**src/rtl/addr_bus_arbiter_pkg.sv**
```systemverilog
// Shared definitions for the address bus arbiter: FSM states, requester
// indices and the address width.
`timescale 1ns/1ps
package addr_bus_arbiter_pkg;

  localparam int ADDR_W = 16;
  localparam int NREQ   = 3;

  // Requester bit positions in req/wr/gnt/done
  localparam int FETCH = 0;
  localparam int DATA  = 1;
  localparam int STACK = 2;

  typedef enum logic [1:0] {
    IDLE  = 2'd0,
    LATCH = 2'd1,
    WAIT  = 2'd2,
    DONE  = 2'd3
  } state_t;

endpackage

```
**src/rtl/addr_bus_arbiter_rr_pick3.sv**
```systemverilog
// Three-way round-robin selector. The search starts at the requester after
// the one named by the one-hot 'last' and wraps; result is one-hot or zero.
`timescale 1ns/1ps
module rr_pick3
  import addr_bus_arbiter_pkg::*;
(
  input  logic [NREQ-1:0] req,
  input  logic [NREQ-1:0] last,
  output logic [NREQ-1:0] pick
);

  // Rotate priority according to the previously granted requester
  always_comb begin
    pick = '0;
    if (last[FETCH]) begin
      if (req[DATA])        pick[DATA]  = 1'b1;
      else if (req[STACK])  pick[STACK] = 1'b1;
      else if (req[FETCH])  pick[FETCH] = 1'b1;
    end else if (last[DATA]) begin
      if (req[STACK])       pick[STACK] = 1'b1;
      else if (req[FETCH])  pick[FETCH] = 1'b1;
      else if (req[DATA])   pick[DATA]  = 1'b1;
    end else begin
      if (req[FETCH])       pick[FETCH] = 1'b1;
      else if (req[DATA])   pick[DATA]  = 1'b1;
      else if (req[STACK])  pick[STACK] = 1'b1;
    end
  end

endmodule

```
**src/rtl/addr_bus_arbiter.sv**
```systemverilog
// Address bus arbiter: grants one of fetch/data/stack round-robin, drives the
// external address latch (lat_addr/lat_en) and runs one bus cycle with a
// programmable minimum number of wait states before sampling mem_rdy.
`timescale 1ns/1ps
module addr_bus_arbiter
  import addr_bus_arbiter_pkg::*;
#(
  parameter int WAIT_STATES = 2
) (
  input  logic              clk,
  input  logic              rst_n,
  input  logic [NREQ-1:0]   req,
  input  logic [ADDR_W-1:0] addr_f,
  input  logic [ADDR_W-1:0] addr_d,
  input  logic [ADDR_W-1:0] addr_s,
  input  logic [NREQ-1:0]   wr,
  input  logic              mem_rdy,
  output logic [ADDR_W-1:0] lat_addr,
  output logic              lat_en,
  output logic              bus_rd,
  output logic              bus_wr,
  output logic [NREQ-1:0]   gnt,
  output logic [NREQ-1:0]   done,
  output logic              busy
);

  state_t              state;
  state_t              state_nxt;
  logic [3:0]          wcnt;
  logic [NREQ-1:0]     last;
  logic [NREQ-1:0]     pick;
  logic                wr_q;
  logic                grant_now;
  logic [ADDR_W-1:0]   addr_pick;

  rr_pick3 u_pick (
    .req  (req),
    .last (last),
    .pick (pick)
  );

  // Address of the winning requester (pick is one-hot or zero)
  always_comb begin
    addr_pick = ({ADDR_W{pick[FETCH]}} & addr_f)
              | ({ADDR_W{pick[DATA]}}  & addr_d)
              | ({ADDR_W{pick[STACK]}} & addr_s);
  end

  // FSM state register
  always_ff @(posedge clk or negedge rst_n) begin
    if (!rst_n) state <= IDLE;
    else        state <= state_nxt;
  end

  // Next-state logic and state-decoded strobes
  always_comb begin
    state_nxt = state;
    grant_now = 1'b0;
    lat_en    = 1'b0;
    bus_rd    = 1'b0;
    bus_wr    = 1'b0;
    done      = '0;
    busy      = 1'b1;
    case (state)
      IDLE: begin
        busy = 1'b0;
        if (|req) begin
          grant_now = 1'b1;
          state_nxt = LATCH;
        end
      end
      LATCH: begin
        lat_en    = 1'b1;
        state_nxt = WAIT;
      end
      WAIT: begin
        bus_rd = ~wr_q;
        bus_wr = wr_q;
        if ((wcnt == 4'd0) && mem_rdy) state_nxt = DONE;
      end
      DONE: begin
        done      = gnt;
        state_nxt = IDLE;
      end
      default: state_nxt = IDLE;
    endcase
  end

  // Grant, latched address and write flag are captured once at grant time;
  // the grant is released as the cycle leaves DONE
  always_ff @(posedge clk or negedge rst_n) begin
    if (!rst_n) begin
      gnt      <= '0;
      lat_addr <= '0;
      wr_q     <= 1'b0;
    end else if (grant_now) begin
      gnt      <= pick;
      lat_addr <= addr_pick;
      wr_q     <= |(wr & pick);
    end else if (state == DONE) begin
      gnt      <= '0;
    end
  end

  // Wait-state counter: loaded in LATCH, counts down to zero in WAIT
  always_ff @(posedge clk or negedge rst_n) begin
    if (!rst_n) begin
      wcnt <= 4'd0;
    end else if (state == LATCH) begin
      wcnt <= 4'(WAIT_STATES);
    end else if ((state == WAIT) && (wcnt != 4'd0)) begin
      wcnt <= wcnt - 4'd1;
    end
  end

  // Last-granted pointer only moves on a completed cycle
  always_ff @(posedge clk or negedge rst_n) begin
    if (!rst_n)              last <= 3'b100;
    else if (state == DONE)  last <= gnt;
  end

endmodule

```
**config.mk**
```make
export PLATFORM = sky130hd
export DESIGN_NAME = addr_bus_arbiter
export DESIGN_NICKNAME = d
export VERILOG_FILES = /design/src/rtl/addr_bus_arbiter_pkg.sv /design/src/rtl/addr_bus_arbiter_rr_pick3.sv /design/src/rtl/addr_bus_arbiter.sv
export SDC_FILE = /design/constraint.sdc
export NUM_CORES = 1
export LEC_CHECK = 0
export CAP_MARGIN = 40
export CORE_MARGIN = 8
export CORE_UTILIZATION = 35
export CTS_BUF_LIST = sky130_fd_sc_hd__clkbuf_4 sky130_fd_sc_hd__clkbuf_8
export CTS_CLUSTER_SIZE = 30
export DETAILED_ROUTE_END_ITERATION = 7
export HOLD_SLACK_MARGIN = 0.12
export MAX_ROUTING_LAYER = met4
export PLACE_DENSITY_LB_ADDON = 0.15
export SYNTH_ARGS = -nofsm -noshare
export SYNTH_HDL_FRONTEND = slang
export SYNTH_SLANG_ARGS = --single-unit
```
**constraint.sdc**
```tcl
create_clock -name clk -period 2.2 [get_ports clk]
set_input_delay 0.33 -clock clk [delete_from_list [all_inputs] [get_ports clk]]
set_output_delay 0.33 -clock clk [all_outputs]
set_load 0.005 [all_outputs]
```
==> results by group <==
Drt
  – DRC violations left: 0
  – Antenna Nets Post-Route: 0
  – DRT iter0 DRCs: roughly 60
  – Drt total wl: 4.96 mm
  – Avg WL per Cell: 16.9 µm
  – DR vias: 1480
  – Via/cell ratio: between 5 and 6
  – DR pass1 iterations: 4

Clocking
  – Reg clk slew, reported paths: 0.10 ns
  – CTS tree: built
  – Worst-skew pair later-pin latency: between 0.2 and 0.3 ns
  – Root buffer cell: clkbuf_8
  – # hold bufs at CTS: 0
  – CTS Sinks: 28
  – Htree depth: 1
  – TritonCTS Buffers: 3
  – Post-CTS setup buffers: 0
  – CTS max path bufs: 2

STA
  – Max Clk Rate: slightly below 500 MHz
  – RSZ-0062 raised after global routing: false
  – Period utilization: 0.924
  – Worst-Margin Slew: between 0.7 and 0.8 ns
  – Slew margin rel.: 0.509
  – Slew Viols, Final: 0
  – Post-Route Setup TNS: 0 ns
  – Setup violators final: 0
  – Fin Hold WS: between 0.4 and 0.5 ns
  – Post-route minimum period: approximately 2.0 ns
  – Clk_skew: between 0.005 and 0.006 ns
  – Final hold vios: 0

Critical path
  – WP buf/inv: 2
  – WP data required: between 1.5 and 2 ns
  – CP Launch Type: flip-flop
  – CP peak stage delay: about 0.50 ns
  – Delay-heaviest family, CP: buffers and inverters
  – WP data arrival: ~1.7 ns
  – Slowest cell on the critical path: clkdlybuf4s50_1
  – WS Path Type: flip-flop to output pin
  – Crit-path cells: inv_1 -> ha_2 -> nor2b_1 -> clkdlybuf4s50_1
  – Worst setup EP type: output pin
  – Critical path origin: state[0]
  – Worst Path Max Fanout: 8
  – Reg2Reg Launch Point: state[0]

Synthesis
  – Main flop type after synthesis: dfrtp_1
  – Post-synth top area cell: dfrtp_1
  – Top cells by area, synth: dfrtp_1 (44%), a22o_1 (9.3%), a211o_1 (5.5%)
  – Synth top area share: 0.438
  – Mapped Cells: roughly 160
  – Commonest cells in the netlist: dfrtp_1 (28), nand2_1 (22), nor2_1 (21), a22o_1 (17), a211o_1 (10)
  – EDFF count, synth: 0
  – Syn Nets: 220
  – Synth Register Bits: 28
  – Count leader, synth: dfrtp_1
  – Yosys cell types: 37
  – Mean post-synth cell area: 10.2 µm²
  – Mapped cell area: 1600 µm²
  – Sequential share of the synthesized area: 0.438
  – Asr flop ratio synth: 1.00
  – Synth warn: 0

Cells and area
  – Layout cells sized above 1: 0.120
  – Layout Nets: 307
  – Multi-input logic area: approximately 800 µm²
  – FILL cells: 409
  – Number of diodes: 0
  – Layout Area Growth over Synthesis: 57.9%
  – FF+latch area: 701 µm²

Power
  – Clk pwr share: 0.100
  – Switch share: 0.349
  – Switch Pwr: 0.996 mW
  – Comb pwr share: 0.586
  – Worst IR drop on VDD: 0.000582 V
  – Static Leak: approximately 1.1 nW
  – Pwr dens: 1130 nW/µm²
  – Internal: about 1.9 mW
  – Reg power frac: 0.313

Status
  – Status: finished, final reports clean

Global routing
  – Antenna violations before repair: 0
  – Grt total ovfl: 0
  – First-pass GRT wire length: a little over 8 mm
  – Largest net degree at the start of global routing: 29
  – Vias in the first global route: approximately 1600
  – GRT Util Overall: 0.144

Die
  – Die height: ~84 µm
  – Core area: about 4400 µm²
  – IO Count: 83
  – Die ar.: ~7000 µm²
  – Chip width: 83.6 µm
  – Starting Density: 0.365
  – Std-Cell Rows: 24

Place
  – Port Buffers: 82
  – DP HPWL: around 3.8 mm
  – Routability cong.: between 0.7 and 0.8

Run
  – Max_cap viols: 0

Min path
  – Hold WC Path Type: input pin to async pin
==> routing by layer <==
layer | track usage | share of wire | vias to the layer above | wire (µm)
li1 | - | - | 729 | -
met4 | 0.0377 | 0.0091 | 0 | 45
met3 | 0.0361 | 0.062 | 5 | 307
met2 | 0.238 | 0.49 | 54 | 2410
met1 | 0.170 | 0.44 | 692 | 2200
met5 | - | 0 | - | 0
==> layout make-up <==
cell class | count | share of cell area
well taps | 52 | 0.0258
flip-flops and latches | 28 | 0.278
repair buffers | 90 | 0.349
inverters | 6 | 0.00892
clock buffers | 3 | 0.0164
multi-input cells | 115 | 0.323
==> worst register-to-register path, cell delays in order, from the launching register on <==
cell and delay (ns):
dfrtp_1 0.43, inv_1 0.10, ha_1 0.31, and3_1 0.69
a211o_2 0.25
==> cells in the final DEF, fill, tap and decap left out, types with 2 or more instances in the layout <==
| cell type | count |
|---|---|
| clkdlybuf4s50_1 | 82 |
| dfrtp_1 | 28 |
| nand2_1 | 22 |
| nor2_1 | 21 |
| a22o_1 | 17 |
| a211o_1 | 10 |
| a211o_2 | 8 |
| buf_4 | 8 |
| inv_1 | 6 |
| ha_1 | 5 |
| and2_1 | 4 |
| clkbuf_8 | 3 |
| nor2b_1 | 2 |
| nand3_1 | 2 |
| xor2_1 | 2 |
| nor3_1 | 2 |
==> stage by stage <==
stage / cell area, µm² / instances / worst slack, ns / power, mW / utilization
global route: 2520 / 294 / 0.0481 / 3.10 / 0.576
detailed placement: 2480 / 291 / 0.104 / 2.60 / 0.566
finish: 2520 / 294 / 0.167 / 2.85 / 0.576
floorplan: 1600 / 157 / 0.441 / 1.87 / -
CTS: 2520 / 294 / 0.0933 / 2.90 / 0.575
global placement: 2480 / 291 / 0.156 / 2.57 / 0.566
==> sequential cells by signal, indices dropped and copies added (netlist names) <==
register and count:
gnt 3, last 2, lat_addr 16, state 2, wcnt 4, wr_q 1
==> cell families (layout without fill, tap and decap cells) <==
| kind of cell | Yosys count | count (layout) | share of synthesized area |
|---|---|---|---|
| AO/OA/AOI/OAI | 46 | 46 | 0.271 |
| XOR/XNOR | 3 | 3 | 0.0164 |
| adder cells (fa/ha/maj) | 6 | 6 | 0.0469 |
| buffers and inverters | 14 | 99 | 0.0540 |
| flip-flops | 28 | 28 | 0.438 |
| multiplexers | 1 | 1 | 0.00704 |
| AND/OR/NAND/NOR | 59 | 59 | 0.167 |
==> repair_timing <==
action                     4_1_cts  5_1_grt
resized for setup                0        1
setup endpoints to repair        0        2
hold endpoints to repair         0        0
==> power by group through the flow <==
| stage | clock (mW) | combinational, mW | sequential [mW] |
|---|---|---|---|
| detailed placement | 0 | 1.70 | 0.906 |
| CTS | 0.295 | 1.71 | 0.896 |
| finish | 0.286 | 1.67 | 0.894 |
| global placement | 0 | 1.67 | 0.901 |
| floorplan | 0 | 0.968 | 0.903 |
| global route | 0.315 | 1.85 | 0.930 |
==> worst paths after layout <==
kind,to,slack (ns),cells after the start
hold / removal,lat_addr[4],0.42,2
setup reg to reg,lat_addr[15],0.36,4
max in group asynchronous,gnt[1],1.50,2
hold reg to reg,gnt[2],0.53,2
setup / recovery,bus_rd,0.17,4
min in group clk,gnt[2],0.53,2
(Power assumes the default switching activity.)
